`src/rtl/core_pkg.sv`:
```
// Shared definitions for the 3-bit-opcode single-issue core.
// Opcode encodings, opcode field width and fetch FSM states.
package core_pkg;

    localparam int OPC_W = 3;

    localparam logic [OPC_W-1:0] OPC_ADD = 3'b000;
    localparam logic [OPC_W-1:0] OPC_SW  = 3'b101;
    localparam logic [OPC_W-1:0] OPC_LW  = 3'b110;
    localparam logic [OPC_W-1:0] OPC_SLL = 3'b111;

    typedef enum logic {
        IDLE,
        RUN
    } fetch_state_e;

    // Every encoding not claimed above decodes as ADDI.
    function automatic logic is_addi(input logic [OPC_W-1:0] opc);
        return !(opc inside {OPC_ADD, OPC_SW, OPC_LW, OPC_SLL});
    endfunction

endpackage

```
`src/rtl/instr_fetch_stage_if.sv`:
```
// Fetch-stage bus: instruction memory port plus decode handshake.
// master = fetch stage, slave = memory/decode side.
interface instr_fetch_stage_if #(
    parameter int ADDR_W  = 8,
    parameter int INSTR_W = 16
);
    logic               imem_en;
    logic [ADDR_W-1:0]  imem_addr;
    logic [INSTR_W-1:0] imem_rdata;
    logic               if_valid;
    logic               if_ready;
    logic [INSTR_W-1:0] if_instr;
    logic [ADDR_W-1:0]  if_pc;
    logic [2:0]         if_opco;

    modport master (
        output imem_en, imem_addr,
        input  imem_rdata,
        output if_valid, if_instr, if_pc, if_opco,
        input  if_ready
    );

    modport slave (
        input  imem_en, imem_addr,
        output imem_rdata,
        input  if_valid, if_instr, if_pc, if_opco,
        output if_ready
    );
endinterface

```
`src/rtl/fetch_queue.sv`:
```
// Two-entry FIFO of {instr, pc} with a registered head entry.
// Flush empties it; push and pop may happen in the same cycle.
module fetch_queue #(
    parameter int ADDR_W  = 8,
    parameter int INSTR_W = 16
) (
    input  logic               clk,
    input  logic               rst_n,
    input  logic               push,
    input  logic               pop,
    input  logic               flush,
    input  logic [INSTR_W-1:0] push_instr,
    input  logic [ADDR_W-1:0]  push_pc,
    output logic [1:0]         count,
    output logic [INSTR_W-1:0] head_instr,
    output logic [ADDR_W-1:0]  head_pc
);
    localparam int EW = INSTR_W + ADDR_W;

    logic [EW-1:0] e0_q, e0_d;
    logic [EW-1:0] e1_q, e1_d;
    logic [1:0]    cnt_q, cnt_d;
    logic [EW-1:0] din;

    assign din = {push_instr, push_pc};

    always_comb begin
        e0_d  = e0_q;
        e1_d  = e1_q;
        cnt_d = cnt_q;
        if (flush) begin
            cnt_d = 2'd0;
        end else begin
            case ({push, pop})
                2'b10: begin
                    if (cnt_q == 2'd0) e0_d = din;
                    else               e1_d = din;
                    cnt_d = cnt_q + 2'd1;
                end
                2'b01: begin
                    e0_d  = e1_q;
                    cnt_d = cnt_q - 2'd1;
                end
                2'b11: begin
                    if (cnt_q == 2'd1) begin
                        e0_d = din;
                    end else begin
                        e0_d = e1_q;
                        e1_d = din;
                    end
                end
                default: ;
            endcase
        end
    end

    always_ff @(posedge clk or negedge rst_n) begin
        if (!rst_n) begin
            e0_q  <= '0;
            e1_q  <= '0;
            cnt_q <= 2'd0;
        end else begin
            e0_q  <= e0_d;
            e1_q  <= e1_d;
            cnt_q <= cnt_d;
        end
    end

    assign count      = cnt_q;
    assign head_instr = e0_q[EW-1 -: INSTR_W];
    assign head_pc    = e0_q[ADDR_W-1:0];

    a_no_push_full: assert property (
        @(posedge clk) disable iff (!rst_n)
        !(push && !pop && cnt_q == 2'd2)
    );

endmodule

```
`src/rtl/instr_fetch_stage.sv`:
```
// Instruction fetch: owns the PC, drives a synchronous-read imem and
// feeds decode from a 2-entry queue through a valid/ready handshake.
module instr_fetch_stage
    import core_pkg::*;
#(
    parameter int               ADDR_W   = 8,
    parameter int               INSTR_W  = 16,
    parameter logic [ADDR_W-1:0] RESET_PC = '0
) (
    input  logic              clk,
    input  logic              rst_n,
    input  logic              run_en,
    input  logic              redirect_valid,
    input  logic [ADDR_W-1:0] redirect_pc,
    instr_fetch_stage_if.master bus
);
    fetch_state_e      state_q, state_d;
    logic [ADDR_W-1:0] pc_q, pc_d;
    logic [ADDR_W-1:0] tag_q, tag_d;
    logic              infl_q, infl_d;

    logic [1:0]         q_count;
    logic [INSTR_W-1:0] head_instr;
    logic [ADDR_W-1:0]  head_pc;
    logic               pop;
    logic               push;
    logic               issue;
    logic [2:0]         occ_left;

    assign pop = bus.if_valid & bus.if_ready;

    // Words still owed to decode after this cycle's pop.
    assign occ_left = {1'b0, q_count} + {2'b00, infl_q}
                    - {2'b00, pop};

    assign issue = (state_q == RUN) & run_en
                 & ~redirect_valid & (occ_left < 3'd2);

    assign push = infl_q & ~redirect_valid;

    always_comb begin
        state_d = state_q;
        pc_d    = pc_q;
        tag_d   = tag_q;
        infl_d  = issue;
        unique case (state_q)
            IDLE: state_d = RUN;
            RUN:  state_d = RUN;
        endcase
        if (redirect_valid) begin
            pc_d = redirect_pc;
        end else if (issue) begin
            pc_d  = pc_q + ADDR_W'(1);
            tag_d = pc_q;
        end
    end

    always_ff @(posedge clk or negedge rst_n) begin
        if (!rst_n) begin
            state_q <= IDLE;
            pc_q    <= RESET_PC;
            tag_q   <= '0;
            infl_q  <= 1'b0;
        end else begin
            state_q <= state_d;
            pc_q    <= pc_d;
            tag_q   <= tag_d;
            infl_q  <= infl_d;
        end
    end

    fetch_queue #(
        .ADDR_W  (ADDR_W),
        .INSTR_W (INSTR_W)
    ) u_queue (
        .clk        (clk),
        .rst_n      (rst_n),
        .push       (push),
        .pop        (pop),
        .flush      (redirect_valid),
        .push_instr (bus.imem_rdata),
        .push_pc    (tag_q),
        .count      (q_count),
        .head_instr (head_instr),
        .head_pc    (head_pc)
    );

    assign bus.imem_en   = issue;
    assign bus.imem_addr = pc_q;
    assign bus.if_valid  = (q_count != 2'd0);
    assign bus.if_instr  = head_instr;
    assign bus.if_pc     = head_pc;
    assign bus.if_opco   = head_instr[INSTR_W-1 -: OPC_W];

endmodule

```
`src/flat_wrapper.sv`:
```
// flat-port wrapper written by rule: the top's interface ports become plain ports
module instr_fetch_stage_flat import core_pkg::*;
#(
    parameter int               ADDR_W   = 8,
    parameter int               INSTR_W  = 16,
    parameter logic [ADDR_W-1:0] RESET_PC = '0
)
  (clk, rst_n, run_en, redirect_valid, redirect_pc, bus_imem_en, bus_imem_addr, bus_imem_rdata, bus_if_valid, bus_if_instr, bus_if_pc, bus_if_opco, bus_if_ready);
  instr_fetch_stage_if #(.ADDR_W(ADDR_W), .INSTR_W(INSTR_W)) bus_i ();
  input  logic clk;
  input  logic rst_n;
  input  logic run_en;
  input  logic redirect_valid;
  input  logic [ADDR_W-1:0] redirect_pc;
  output wire logic [$bits(bus_i.imem_en)-1:0] bus_imem_en;
  output wire logic [$bits(bus_i.imem_addr)-1:0] bus_imem_addr;
  input wire logic [$bits(bus_i.imem_rdata)-1:0] bus_imem_rdata;
  output wire logic [$bits(bus_i.if_valid)-1:0] bus_if_valid;
  output wire logic [$bits(bus_i.if_instr)-1:0] bus_if_instr;
  output wire logic [$bits(bus_i.if_pc)-1:0] bus_if_pc;
  output wire logic [$bits(bus_i.if_opco)-1:0] bus_if_opco;
  input wire logic [$bits(bus_i.if_ready)-1:0] bus_if_ready;
  assign bus_imem_en = bus_i.imem_en;
  assign bus_imem_addr = bus_i.imem_addr;
  assign bus_i.imem_rdata = bus_imem_rdata;
  assign bus_if_valid = bus_i.if_valid;
  assign bus_if_instr = bus_i.if_instr;
  assign bus_if_pc = bus_i.if_pc;
  assign bus_if_opco = bus_i.if_opco;
  assign bus_i.if_ready = bus_if_ready;
  instr_fetch_stage #(.ADDR_W(ADDR_W), .INSTR_W(INSTR_W), .RESET_PC(RESET_PC)) u_core (.clk(clk), .rst_n(rst_n), .run_en(run_en), .redirect_valid(redirect_valid), .redirect_pc(redirect_pc), .bus(bus_i));
endmodule
```
`config.mk`:
```
export PLATFORM = sky130hd
export DESIGN_NAME = instr_fetch_stage_flat
export DESIGN_NICKNAME = d
export VERILOG_FILES = /design/src/rtl/core_pkg.sv /design/src/rtl/instr_fetch_stage_if.sv /design/src/rtl/fetch_queue.sv /design/src/rtl/instr_fetch_stage.sv /design/src/flat_wrapper.sv
export SDC_FILE = /design/constraint.sdc
export NUM_CORES = 1
export LEC_CHECK = 0
export BUFFER_PORTS_ARGS = -buffer_cell sky130_fd_sc_hd__buf_2
export CAP_MARGIN = 20
export CORE_MARGIN = 8
export CORE_UTILIZATION = 35
export DETAILED_ROUTE_END_ITERATION = 12
export PLACE_DENSITY_LB_ADDON = 0.1
export SYNTH_ARGS = -nofsm -noshare
export SYNTH_HDL_FRONTEND = slang
export SYNTH_HIERARCHICAL = 1
export SYNTH_SLANG_ARGS = --single-unit
export TNS_END_PERCENT = 1
```
`constraint.sdc`:
```
create_clock -name clk -period 3.6 [get_ports clk]
set_input_delay 0.18 -clock clk [delete_from_list [all_inputs] [get_ports clk]]
set_output_delay 0.18 -clock clk [all_outputs]
set_load 0.05 [all_outputs]
```
==> impl_metrics.ini, run 1 <==
[cells_and_area]
fillCellCount = 922
final_cell_mix = 68 x dfrtp_1, 64 x buf_2, 60 x mux2_4, 27 x nand2_1, 13 x mux2_2
nets = 341
multi_input_area_um2 = 1600
drive_gt1_share_pct = 52.9
diodes = 0
syn2layout_area_growth_pct = 16.5
final_common_cell = dfrtp_1
seqCellArea_um2 = 1700
final_area_um2 = 4030

[sta]
finalCriticalPeriod_ps = 3390
rsz0062_at_grt = false
tightest_slew_ps = 727
min_period_over_period_pct = 94.2
hold_viol = 0
setup_violations = 0
slew_violations = 0
slew_headroom_pct = 51.5
max_freq_mhz = 295
fin_skew_ps = 5.27
fin_tns_setup_ps = 0

[clocking]
clock_latency_ps = 340
cts_buffer_depth = 2
numCtsBuffers = 9
htree_levels = 3
ctsRootBufferMaster = clkbuf_8
cts.sinks = 68
cts.reportedPaths.clkPinSlew_ps = 70
post-cts-setup-buffers = 0
cts_tree = done

[critical_path]
startpoint_type = flip-flop
worstPathMaxFanout = 14
crit_family = simple AND/OR/NAND/NOR gates
critPathSlowestCell = fa_1
cp-end-kind = primary output
worstPathArrival_ps = 3210
critPathBufInv = 2
slowest_delay_ps = 530
cp_cell_sequence = or2_2, and2_1, ha_1, nand2b_1, fa_1, nand4b_4, or2_1, inv_2, clkbuf_4
crit_required_ps = 3420
worst-setup-path-type = flip-flop to primary output

[routing]
drtPass1Iterations = 4
vias = 2031
via_per_inst = 4.56
wire_per_inst_um = 15.6
final_antenna_net_count = 0
drc = 0
wirelength_um = 6940
drt_iter0_drc = 86

[synthesis]
synth_flop_cell = dfrtp_1
syn_inst = 241
synth-edff-count = 0
synth-seq-area-share_pct = 49.2
yosysWarnings = 6
synth_seq_cells = 68
synth.avg_cell_area_um2 = 14.4
synth_cell_types = 40
syn-num-nets = 275
async_flop_share_pct = 100
syn_area_um2 = 3460

[floorplan]
die_h_um = 115
io_pins = 66
die_w_um = 115
rows = 36
core_area_um2 = 9680
initial_core_util_pct = 35.7
fp.dieArea_um2 = 13300

[global_routing]
grt.total_usage_pct = 11.6
antenna_found_initial = 0
overflow = 0
first_global_vias = 2226
grt_first_pass_wirelength_um = 11800
grt_max_degree = 40

[power]
ir_worst_vdd_mv = 0.456
power.density_nw_per_um2 = 880
power_leakage_nw = 2.08

[place]
place_congestion = 0.765
portBuffers = 65
dpl_cell_area_um2 = 3850
dp_hpwl_um = 4660

[flow_run]
drv_cap = 0

[outcome]
status = completed

[worst_hold_path]
min_path_type = input port to flip-flop
## Yosys cell counts, types with 3 or more instances
| cell type | number | area, um^2 |
|---|---|---|
| nor2_1 | 4 | 15.0 |
| dfrtp_1 | 68 | 1700 |
| nand2_1 | 27 | 101 |
| mux2_2 | 13 | 146 |
| a221o_1 | 6 | 60.1 |
| ha_1 | 4 | 50.1 |
| buf_6 | 4 | 45.0 |
| buf_4 | 8 | 60.1 |
| inv_1 | 4 | 15.0 |
| nand3_1 | 3 | 15.0 |
| mux2_4 | 60 | 901 |
| nor3_1 | 4 | 20.0 |
| a21o_1 | 3 | 22.5 |
## final timing paths
check	cells past startpoint	start	to	slack, ps
max	9	u_core/u_queue/count[1]	bus_imem_en	210
min	3	redirect_pc[3]	u_core/bus.imem_addr[3]	50
max reg2reg	10	u_core/u_queue/count[1]	u_core/bus.imem_addr[6]	490
min reg2reg	1	u_core/u_queue/e0_q[19]	u_core/u_queue/e0_q[19]	500
max in group asynchronous	3	rst_n	u_core/u_queue/e0_q[6]	2180
min in group asynchronous	2	rst_n	u_core/u_queue/e0_q[16]	440
## where the power goes
| group | switching (W) | internal (W) |
|---|---|---|
| sequential | 0.000199 | 0.00106 |
| combinational | 0.00102 | 0.000715 |
| clock | 0.000291 | 0.000264 |
## per-stage QoR
step	hold WS, ps	util [%]	instances	total power [W]	setup slack (ps)
3_5_place_dp	290	39.8	428	0.00303	536
4_1_cts	25.9	41.6	445	0.00361	149
2_1_floorplan	-116	-	241	0.00271	577
3_3_place_gp	300	39.8	428	0.00302	581
6_report	49.0	41.6	445	0.00355	208
5_1_grt	27.0	41.6	445	0.00379	20.7
## sequential cells by signal (all words and copies together), names as in the netlist
| signal | flops |
|---|---|
| u_core/u_queue/e0_q | 24 |
| u_core/infl_q | 1 |
| u_core/u_queue/count | 2 |
| u_core/u_queue/e1_q | 24 |
| u_core/tag_q | 8 |
| u_core/bus.imem_addr | 8 |
| u_core/state_q | 1 |
## routing by layer
| layer | up-vias | GRT usage (%) | routed length (um) |
|---|---|---|---|
| met2 | 37 | 17.1 | 3060 |
| li1 | 978 | - | - |
| met3 | 8 | 3.02 | 274 |
| met1 | 1008 | 15.2 | 3490 |
| met5 | - | 0 | 0 |
| met4 | 0 | 6.04 | 112 |
## final cells by class
class / instances / area share [%]
Tap cell: 133 / 4.13
Sequential cell: 68 / 42.2
Multi-Input combinational cell: 153 / 39.6
Clock buffer: 11 / 3.51
Inverter: 5 / 0.465
Timing Repair Buffer: 70 / 9.43
Clock inverter: 5 / 0.683
## worst reg2reg max path, cell delays in order, from the launching register on
cell and delay, ps:
dfrtp_1 450, or2_2 310, and2_1 260, ha_1 300, nand2b_1 150, fa_1 530
nand4b_4 120, or2_1 260, buf_4 200, nor4_1 310, a221o_1 150
## logic make-up (layout without fill, tap and decap cells)
| kind of cell | Yosys count | count (layout) | share of synthesized area [%] |
|---|---|---|---|
| AO/OA/AOI/OAI | 20 | 20 | 4.95 |
| XOR/XNOR | 3 | 3 | 0.759 |
| adder cells (fa/ha/maj) | 5 | 5 | 2.02 |
| buffers and inverters | 20 | 91 | 4.88 |
| flip-flops | 68 | 68 | 49.2 |
| multiplexers | 74 | 74 | 30.6 |
| other | 1 | 1 | 0.108 |
| AND/OR/NAND/NOR | 50 | 50 | 7.48 |
## repair_timing
item                                    in CTS  in global routing
resized for setup                            0                  1
endpoints found under the setup margin       0                  1
hold buffers                                 1                  0
endpoints found under the hold margin       29                  0
Note: power is estimated with default switching activity, not from simulation.
==> run 2, diff against run 1 <==
- CORE_ASPECT_RATIO: unset -> 0.75
==> run 2 against run 1 <==
Sequential cell count is the same. Via count shrank 1.2%. Worst setup slack better by 28 ps. Routed wire length is 0.12% higher. Fmax increased by 0.82%. Non-clock buffer count increased by 1. Total power increased by 10%. Clock power rose by 64%. Global-route usage down 0.37 points. Sequential share of layout area fell by 1.5 points. Combinational power about the same. Critical path depth unchanged. Highest routed layer unchanged.
==> impl_metrics.ini, run 2 (same netlist as run 1, synthesis figures left out) <==
[outcome]
status = completed

[critical_path]
startpoint_type = flip-flop
cp-end-kind = primary output
crit_family = simple AND/OR/NAND/NOR gates
setup.worst_path.start = u_core/u_queue/count[1]
r2r_cells = 10
cp_cell_sequence = or2_2, and2_1, ha_1, nand2b_1, fa_1, nand4b_4, or2_1, inv_4, clkbuf_4
critPathBufInv = 2
rr_endpoint = u_core/bus.imem_addr[6]
rrSetupSlack_ps = 490
worstSetupEndpoint = bus_imem_en
rr_startpoint = u_core/u_queue/count[1]
critPathSlowestCell = fa_1
path_depth = 9
crit_required_ps = 3420
worst-setup-path-type = flip-flop to primary output
slowest_delay_ps = 530
worstPathArrival_ps = 3180
worstPathMaxFanout = 14

[routing]
wirelength_um = 6950
final_antenna_net_count = 0
drt_iter0_drc = 73
via_per_inst = 4.52
vias = 2007
wire_per_inst_um = 15.6
drc = 0
drtPass1Iterations = 4

[power]
p_switching_w = 0.00154
p_comb_share_pct = 44.6
clock_power_share_pct = 23.2
ir_worst_vdd_mv = 0.418
power.density_nw_per_um2 = 938
p_total_w = 0.00392
switching_share_pct = 39.3
seqPwrFrac_pct = 32.2
internal_power_w = 0.00238
power_leakage_nw = 2.14

[global_routing]
use_met2_pct = 15.8
overflow = 0
met1_usage_pct = 14.8
grt.total_usage_pct = 11.2
grt_max_degree = 36
grt_busiest_layer = met2
antenna_found_initial = 0
first_global_vias = 2150
gr-usage-met3_pct = 4.74
grt_first_pass_wirelength_um = 11300

[place]
dpl_cell_area_um2 = 3860
portBuffers = 65
place_congestion = 0.774
dp_hpwl_um = 4750

[clocking]
cts_buffer_depth = 2
cts.sinks = 68
post-cts-setup-buffers = 0
ctsRootBufferMaster = clkbuf_16
cts_tree = done
cts.reportedPaths.clkPinSlew_ps = 50
htree_levels = 3
clock_latency_ps = 330
numCtsBuffers = 9

[floorplan]
initial_core_util_pct = 35.8
core_area_um2 = 9660
die_h_um = 102
fp.dieArea_um2 = 13400
rows = 31
die_w_um = 131
io_pins = 66

[sta]
min_period_over_period_pct = 93.5
slew_violations = 0
setup_violations = 0
fin_tns_setup_ps = 0
hold_viol = 0
finalCriticalPeriod_ps = 3360
fin_skew_ps = 3.25
slew_headroom_pct = 46.4
max_freq_mhz = 297
fin_hold_ws_ps = 60.4
tightest_slew_ps = 804
rsz0062_at_grt = false

[flow_run]
drv_cap = 0

[cells_and_area]
drive_gt1_share_pct = 52.9
final_cell_mix = 68 x dfrtp_1, 64 x buf_2, 60 x mux2_4, 27 x nand2_1, 13 x mux2_2
post-route-util_pct = 43.3
fillCellCount = 921
final_area_um2 = 4180
syn2layout_area_growth_pct = 20.7
diodes = 0
final_common_cell = dfrtp_1
top_regs = u_core/u_queue/e0_q: 24 flops, u_core/u_queue/e1_q: 24 flops
nets = 342

[worst_hold_path]
min_path_type = input port to flip-flop
[run 2: worst min-delay path, cell delays in order]
cell and delay [ps]:
buf_2 80, a32oi_1 40, nand2_1 60
[run 2: timing repair]
action | 4_1_cts | 5_1_grt
endpoints found under the setup margin | 0 | 1
hold endpoints to repair | 33 | 0
gates resized for setup | 0 | 2
hold buffers | 1 | 0
[run 2: layout make-up]
cell class | count | area, um^2 | area share [%]
inverter | 5 | 21.3 | 0.509
clock buffer | 10 | 229 | 5.48
clock inverter | 5 | 77.6 | 1.86
sequential | 68 | 1700 | 40.7
tap | 132 | 165 | 3.95
multi-input combinational | 153 | 1600 | 38.2
timing repair buffer | 71 | 388 | 9.28
[run 2: worst min-delay path by stage]
stage | startpoint | end | slack, ps | cells after the start
after detailed placement | rst_n | u_core/u_queue/e1_q[11] | 350 | 1
after CTS | redirect_pc[3] | u_core/bus.imem_addr[3] | 50 | 3
after global routing | redirect_pc[3] | u_core/bus.imem_addr[3] | 70 | 3
after floorplan | rst_n | u_core/bus.imem_addr[0] | -120 | 0
after global placement | rst_n | u_core/u_queue/e1_q[11] | 330 | 1
final | redirect_pc[3] | u_core/bus.imem_addr[3] | 60 | 3
[run 2: power groups by stage]
stage / sequential (W) / combinational (W) / clock [W]
3_5_place_dp: 0.00127 / 0.00177 / 0
4_1_cts: 0.00127 / 0.00177 / 0.000944
6_report: 0.00126 / 0.00175 / 0.000910
2_1_floorplan: 0.00176 / 0.000957 / 0
3_3_place_gp: 0.00127 / 0.00176 / 0
5_1_grt: 0.00131 / 0.00186 / 0.000971
[run 2: stage by stage]
stage	instances	worst slack (ps)
after floorplan	241	577
after global placement	428	545
after detailed placement	428	485
after CTS	444	103
after global routing	444	38.9
final	444	235
[run 2: per-layer routing]
| metal | up-vias | wire length, um |
|---|---|---|
| met5 | - | 0 |
| met4 | 0 | 103 |
| met3 | 9 | 448 |
| met2 | 37 | 2990 |
| met1 | 977 | 3410 |
| li1 | 984 | - |
